`src/rtl/button_event_conditioner_if.sv`:
```
// Raw button inputs and the conditioned level/press/release event outputs
// exchanged between the button producer and the button_event_conditioner.
interface button_event_conditioner_if #(
  parameter int WIDTH = 24
);
  logic [WIDTH-1:0] buttons_raw;
  logic [WIDTH-1:0] buttons_level;
  logic [WIDTH-1:0] buttons_press;
  logic [WIDTH-1:0] buttons_release;
  logic             any_press;
  logic             sample_tick;

  modport master (
    output buttons_raw,
    input  buttons_level,
    input  buttons_press,
    input  buttons_release,
    input  any_press,
    input  sample_tick
  );

  modport slave (
    input  buttons_raw,
    output buttons_level,
    output buttons_press,
    output buttons_release,
    output any_press,
    output sample_tick
  );
endinterface

```
`src/rtl/button_event_conditioner.sv`:
```
// Synchronises and debounces WIDTH raw button lines on a shared sample tick and
// emits a clean level vector plus single-cycle press/release pulses.
module button_event_conditioner #(
  parameter int WIDTH          = 24,
  parameter int CLK_DIV        = 50000,
  parameter int STABLE_SAMPLES = 4
) (
  input logic                       clk,
  input logic                       rst_n,
  button_event_conditioner_if.slave bus
);

  localparam int TW = $clog2(CLK_DIV);
  localparam int CW = $clog2(STABLE_SAMPLES + 1);
  localparam logic [TW-1:0] TICK_LAST = TW'(CLK_DIV - 1);
  localparam logic [CW-1:0] CNT_LAST  = CW'(STABLE_SAMPLES - 1);

  typedef enum logic {
    STABLE   = 1'b0,
    CHANGING = 1'b1
  } db_state_e;

  logic [WIDTH-1:0] sync1_q, sync1_d;
  logic [WIDTH-1:0] sync2_q, sync2_d;
  logic [TW-1:0]    tick_cnt_q, tick_cnt_d;
  logic             tick_q, tick_d;

  db_state_e        state_q [WIDTH];
  db_state_e        state_d [WIDTH];
  logic [CW-1:0]    cnt_q   [WIDTH];
  logic [CW-1:0]    cnt_d   [WIDTH];

  logic [WIDTH-1:0] level_q, level_d;
  logic [WIDTH-1:0] press_q, press_d;
  logic [WIDTH-1:0] release_q, release_d;
  logic             any_press_q, any_press_d;

  // The tick flop is registered off the next count so it is high exactly while
  // the counter sits at CLK_DIV-1.
  always_comb begin
    sync1_d    = bus.buttons_raw;
    sync2_d    = sync1_q;
    tick_cnt_d = (tick_cnt_q == TICK_LAST) ? '0 : tick_cnt_q + TW'(1);
    tick_d     = (tick_cnt_d == TICK_LAST);
  end

  always_comb begin
    level_d   = level_q;
    press_d   = '0;
    release_d = '0;
    for (int i = 0; i < WIDTH; i++) begin
      state_d[i] = state_q[i];
      cnt_d[i]   = cnt_q[i];
      if (tick_q) begin
        if (sync2_q[i] == level_q[i]) begin
          // An agreeing sample cancels any run in progress (bounce rejection).
          cnt_d[i]   = '0;
          state_d[i] = STABLE;
        end else if (STABLE_SAMPLES == 1 ||
                     (state_q[i] == CHANGING && cnt_q[i] == CNT_LAST)) begin
          level_d[i]   = ~level_q[i];
          press_d[i]   = ~level_q[i];
          release_d[i] = level_q[i];
          cnt_d[i]     = '0;
          state_d[i]   = STABLE;
        end else begin
          cnt_d[i]   = cnt_q[i] + CW'(1);
          state_d[i] = CHANGING;
        end
      end
    end
    any_press_d = |press_d;
  end

  always_ff @(posedge clk or negedge rst_n) begin
    if (!rst_n) begin
      sync1_q     <= '0;
      sync2_q     <= '0;
      tick_cnt_q  <= '0;
      tick_q      <= 1'b0;
      level_q     <= '0;
      press_q     <= '0;
      release_q   <= '0;
      any_press_q <= 1'b0;
      for (int i = 0; i < WIDTH; i++) begin
        state_q[i] <= STABLE;
        cnt_q[i]   <= '0;
      end
    end else begin
      sync1_q     <= sync1_d;
      sync2_q     <= sync2_d;
      tick_cnt_q  <= tick_cnt_d;
      tick_q      <= tick_d;
      level_q     <= level_d;
      press_q     <= press_d;
      release_q   <= release_d;
      any_press_q <= any_press_d;
      for (int i = 0; i < WIDTH; i++) begin
        state_q[i] <= state_d[i];
        cnt_q[i]   <= cnt_d[i];
      end
    end
  end

  assign bus.buttons_level   = level_q;
  assign bus.buttons_press   = press_q;
  assign bus.buttons_release = release_q;
  assign bus.any_press       = any_press_q;
  assign bus.sample_tick     = tick_q;

endmodule

```
`src/flat_wrapper.sv`:
```
// flat-port wrapper written by rule: the top's interface ports become plain ports
module button_event_conditioner_flat 
#(
  parameter int WIDTH          = 24,
  parameter int CLK_DIV        = 50000,
  parameter int STABLE_SAMPLES = 4
)
  (clk, rst_n, bus_buttons_raw, bus_buttons_level, bus_buttons_press, bus_buttons_release, bus_any_press, bus_sample_tick);
  button_event_conditioner_if #(.WIDTH(WIDTH)) bus_i ();
  input logic clk;
  input logic rst_n;
  input wire logic [$bits(bus_i.buttons_raw)-1:0] bus_buttons_raw;
  output wire logic [$bits(bus_i.buttons_level)-1:0] bus_buttons_level;
  output wire logic [$bits(bus_i.buttons_press)-1:0] bus_buttons_press;
  output wire logic [$bits(bus_i.buttons_release)-1:0] bus_buttons_release;
  output wire logic [$bits(bus_i.any_press)-1:0] bus_any_press;
  output wire logic [$bits(bus_i.sample_tick)-1:0] bus_sample_tick;
  assign bus_i.buttons_raw = bus_buttons_raw;
  assign bus_buttons_level = bus_i.buttons_level;
  assign bus_buttons_press = bus_i.buttons_press;
  assign bus_buttons_release = bus_i.buttons_release;
  assign bus_any_press = bus_i.any_press;
  assign bus_sample_tick = bus_i.sample_tick;
  button_event_conditioner #(.WIDTH(WIDTH), .CLK_DIV(CLK_DIV), .STABLE_SAMPLES(STABLE_SAMPLES)) u_core (.clk(clk), .rst_n(rst_n), .bus(bus_i));
endmodule
```
`config.mk`:
```
export PLATFORM = sky130hd
export DESIGN_NAME = button_event_conditioner_flat
export DESIGN_NICKNAME = d
export VERILOG_FILES = /design/src/rtl/button_event_conditioner_if.sv /design/src/rtl/button_event_conditioner.sv /design/src/flat_wrapper.sv
export SDC_FILE = /design/constraint.sdc
export NUM_CORES = 1
export LEC_CHECK = 0
export CORE_MARGIN = 2
export CORE_UTILIZATION = 55
export CTS_BUF_LIST = sky130_fd_sc_hd__clkbuf_16
export DETAILED_ROUTE_END_ITERATION = 10
export PLACE_DENSITY = 0.89
export SYNTH_ARGS = -nofsm -noshare
export SYNTH_HDL_FRONTEND = slang
export SYNTH_SLANG_ARGS = --single-unit
```
`constraint.sdc`:
```
create_clock -name clk -period 3.2 [get_ports clk]
set_clock_uncertainty 0.05 [all_clocks]
set_input_delay 0.64 -clock clk [delete_from_list [all_inputs] [get_ports clk]]
set_output_delay 0.64 -clock clk [all_outputs]
set_load 0.005 [all_outputs]
```
## Yosys cells after proc, flatten, opt, wreduce, memory -nomap -nowiden

Index checks and enable logic that the tools add are counted.

| cells by class | value |
|---|---|
| add/sub/neg operators | 25 |
| eq/ne operators | 50 |
| muxes and demuxes | 241 |
| bitwise operators | 48 |
| reduce and logical (&&, ||, !) cells | 49 |

Operators by type and width:

| cell | count |
|---|---|
| two-way mux 1 bit | 192 |
| two-way mux 3 bit | 48 |
| adder 3 x 1 -> 3 bit, second input constant | 24 |
| == test 3 x 2 -> 1 bit, second input constant | 24 |
| AND reduction 3 bit | 24 |
| inverter 1 bit | 48 |
| == test 16 bit, second input constant | 2 |
| == test 1 bit | 24 |
| logical AND 1 bit | 24 |
| OR reduction 24 bit | 1 |
| adder 16 x 1 -> 16 bit, second input constant | 1 |
| two-way mux 16 bit | 1 |

| storage, ports and cells | value |
|---|---|
| bits in registers | 234 |
| output and inout bits | 74 |
| logic and storage cells | 492 |

## Longest topological paths before layout

| depth | value |
|---|---|
| depth after elaboration | 6 |
| mapped depth | 6 |

## Worst setup path before layout

No wires, ideal clock.

| path | value |
|---|---|
| path kind | register -> register |
| start | reg u_core.tick_cnt_q[7] |
| end | reg u_core.tick_q, in the netlist u_core.bus.sample_tick |
| data arrival time | 1.923 ns |
| path slack | 1.133 ns |
| stages on the path, launching flop included | 5 |
| path buffers | 0 |
| clock period less this slack | 2.067 ns |
| path through | dfrtp_1 > or3_4 > or4b_1 > or4b_1 > a211oi_1 |

| on the way | value |
|---|---|
| word-level cells in the longest chain between the ends | 3 |
| elaborated cells between the ends (all ways) | 4 |
| those cells by class | 1 x add/sub; 2 x eq/ne; 1 x mux |

Ends and longest elaborated chain:

| item | line | RTL |
|---|---|---|
| from (decl) | button_event_conditioner.sv:25 | `logic [TW-1:0] tick_cnt_q, tick_cnt_d;` |
| from (signal assigned) | button_event_conditioner.sv:92 | `tick_cnt_q <= tick_cnt_d;` |
| adder 16 x 1 -> 16 bit or == test 16 bit (tied branches) | button_event_conditioner.sv:43 | `tick_cnt_d = (tick_cnt_q == TICK_LAST) ? '0 : tick_cnt_q + TW'(1);` |
| two-way mux 16 bit (*) | button_event_conditioner.sv:43 |  |
| == test 16 bit (*) | button_event_conditioner.sv:44 | `tick_d = (tick_cnt_d == TICK_LAST);` |
| net u_core.tick_d | button_event_conditioner.sv:26 | `logic tick_q, tick_d;` |
| to (signal assigned) | button_event_conditioner.sv:93 | `tick_q <= tick_d;` |
| to (decl) | button_event_conditioner.sv:26 |  |

Mark *: on every way through the listed nets, which the timed path passes. The rest lies on a longest branch.
A chain may end at the register's enable or synchronous reset.

## Worst setup path after layout

| path | value |
|---|---|
| start | reg u_core.tick_q, in the netlist u_core.bus.sample_tick |
| end | out bus_sample_tick |

RTL lines:

| item | line | RTL |
|---|---|---|
| to (decl) | flat_wrapper.sv:17 | `output wire logic [$bits(bus_i.sample_tick)-1:0] bus_sample_tick;` |

No word-level cell between the ends.

==> results.cfg <==
[placed_design]
hpwlAfterDp_um = 11670
portBuffers = 99
dpl_cell_area_mm2 = 0.01058
place.gp.congestion = 0.8103

[timing]
tns_ps = 0
drv_slew = 0
max-slew-margin-rel = 0.2932
clock.fmax_ghz = 0.3900
period_share = 0.8012
min_period_ps = 2564
finalSetupViolCount = 0
rsz0062_at_grt = no
hold_viol_final = 0
worst_pin_slew_ps = 1059

[setup_path]
critPathLaunch = u_core.bus.sample_tick$_DFF_PN0_
required_ps = 2510
cp_num_buf_inv = 1
crit_path_end_kind = output pin
critPathArrivalTime_ps = 1870
cp_max_fo = 35
path_class = reg -> out
slowest_stage = dfrtp_2
crit_path_start_kind = register
crit_chain = clkdlybuf4s50_1
cp_top_family = flip-flops
r2r_cells = 5
ff2ff_setup_slack_ps = 860
regToRegStartpoint = u_core.bus.sample_tick$_DFF_PN0_
max_stage_delay_ps = 750
r2r-end = u_core.bus.any_press$_DFF_PN0_

[finish]
drive_gt1_frac = 0.06057
final_cell_mix = dfrtp_1 (233), clkdlybuf4s50_1 (98), nor2_1 (75)
postLayoutCellArea_mm2 = 0.01139
final_common_cell = dfrtp_1
fin_util = 0.6869
nFillCells = 1174
nNetsFinal = 941
area_growth_pct = 22.27
antenna_cells = 0

[routing]
drt_iter0_drc = 460
wl_um = 17930
drc_errors = 0
antenna_left = 0
vias = 6237
drt_pass1_iterations = 5
post_drt_via_cell_ratio = 5.529
wl_per_cell_um = 15.90

[cts]
cts_resized = 0
clock_sinks = 234
cts_setup_buffers = 0
cts_tree = done
ctsRootBufferMaster = clkbuf_16
cts_buffers = 24
htree_levels = 1
clk_latency_ps = 500
cts_hold_buffers = 0
clkSlewWorstSetupHoldPaths_ps = 60
clockBufferDepth = 3

[power]
p_switching_w = 0.001172
p_leak_nw = 5.330
comb_power_share = 0.021
peakVddDrop_uv = 418.7
p_int_w = 0.004763
power.share.switching = 0.1975
clockPowerShare = 0.473
power_frac_seq = 0.506
power_density_mw_per_mm2 = 521.1

[yosys]
yosys.cell_types.count = 41
postSynthCellCount = 783
synth-xor-area-share = 0.06299
yosys.area_share.adder = 0.03358
syn_avg_cell_area_um2 = 11.90
ys_ff_latch = 234
synth_mux_area_frac = 0.02538
yosysSeqAreaShare = 0.6285
syn_nets = 834
synth_compound_area_frac = 0.09267
synth_top_family_by_area = simple AND/OR/NAND/NOR gates
synthSimpleGateAreaFrac = 0.1210
yosys_warnings = 0
synth_area_mm2 = 0.009316

[flow_run]
max_cap_viol_count = 0

[floorplanning]
dieArea_mm2 = 0.01800
chipWidth_um = 134.2
core-area_mm2 = 0.01658
initial_core_util = 0.5618
fp-row-count = 47
io-pin-count = 100
die-height_um = 134.2

[status]
status = complete, no violations

[min_path]
hold_path_class = in -> async

[grt]
grt_first_pass_wirelength_um = 30180
grt_max_degree = 96
grt-ovfl-total = 0
antenna_found_initial = 0
grt_use_total = 0.2049
grt_pass1_vias = 6332
[worst register-to-register path: stages, from the launching register on]
cell and delay (ps):
dfrtp_2 630, buf_12 310, nand4_1 220, o22ai_1 180, nor4_1 650, nand3_1 140
[synth_stat cells (all sizes together)]
cell	instances	area, µm²
nor2b	19	118.9
xor2	31	271.5
nor3b	6	45.04
ha	25	312.8
dfrtp	234	5856
o21ai	44	220.2
and4b	1	10.01
nor2	75	281.5
o41ai	1	8.760
o22ai	12	75.07
o2bb2ai	6	52.55
nand3	16	80.08
mux2	5	56.30
or4	2	15.01
or3	5	37.54
o211ai	1	12.51
nand4b	1	8.760
o21bai	1	7.510
nor4	5	31.28
or4b	2	20.02
a21oi	2	10.01
nand2	53	198.9
nand4	20	131.4
xnor2	36	315.3
clkbuf	21	78.83
mux2i	18	180.2
a32o	41	410.4
and3b	6	52.55
a211oi	1	7.510
and3	1	6.260
a31oi	1	6.260
inv	65	244.0
a21o	6	45.04
o31ai	1	7.510
nor3	16	90.09
buf	3	11.26
[final cells by class]
type	count	area, µm²	area share
clock inverter	19	183.9	0.01615
clock buffer	25	625.6	0.05492
tap	220	275.3	0.02417
multi-input combinational	460	3127	0.2745
timing repair buffer	105	1079	0.09468
inverter	65	244.0	0.02142
sequential	234	5857	0.5142
[layer usage]
| layer | GRT usage | routed length (µm) | vias up |
|---|---|---|---|
| met4 | 0.06550 | 471 | 0 |
| met2 | 0.3405 | 8848 | 164 |
| li1 | - | - | 2918 |
| met5 | 0 | 0 | - |
| met1 | 0.2767 | 7776 | 3119 |
| met3 | 0.03855 | 837 | 36 |
[registers in the layout (all words and copies together), names as in the netlist]
| name | flops |
|---|---|
| u_core.bus.any_press | 1 |
| u_core.bus.buttons_release | 24 |
| u_core.cnt_q | 72 |
| u_core.bus.buttons_press | 24 |
| u_core.state_q | 24 |
| u_core.sync1_q | 24 |
| u_core.bus.sample_tick | 1 |
| u_core.tick_cnt_q | 16 |
| u_core.sync2_q | 24 |
| u_core.bus.buttons_level | 24 |
[metrics by stage]
step | total power, W | hold WS, ps | instances | setup WS [ps]
floorplan | 0.003078 | 281.2 | 783 | 1133
global placement | 0.003181 | 282.3 | 1084 | 938.5
detailed placement | 0.003184 | 284.7 | 1084 | 950.9
CTS | 0.006002 | 134.8 | 1128 | 622.7
global route | 0.006163 | 165.2 | 1128 | 544.0
finish | 0.005936 | 104.0 | 1128 | 636.2
[how the worst max path moves through the flow]
stage / endpoint / slack, ps / cells after the start
2_1_floorplan: u_core.bus.sample_tick$_DFF_PN0_ / 1130 / 4
3_3_place_gp: u_core.bus.any_press$_DFF_PN0_ / 940 / 5
3_5_place_dp: u_core.bus.any_press$_DFF_PN0_ / 950 / 5
4_1_cts: bus_sample_tick / 620 / 1
5_1_grt: bus_sample_tick / 540 / 1
6_report: bus_sample_tick / 640 / 1
[power groups by stage]
stage	logic [W]	registers, W	clock network [W]
6_report	0.000122	0.00300	0.00281
4_1_cts	0.000128	0.00300	0.00287
3_3_place_gp	0.000124	0.00306	0
5_1_grt	0.000142	0.00300	0.00302
3_5_place_dp	0.000126	0.00306	0
2_1_floorplan	0.0000236	0.00305	0
[logic make-up (layout without fill, tap and decap cells)]
logic type,Yosys count,in the layout
buffers and inverters,89,214
multiplexers,23,23
XOR/XNOR,67,67
flip-flops,234,234
AND/OR/NAND/NOR,228,228
adder cells (fa/ha/maj),25,25
AO/OA/AOI/OAI,117,117
Power figures use the tool's default switching activity.
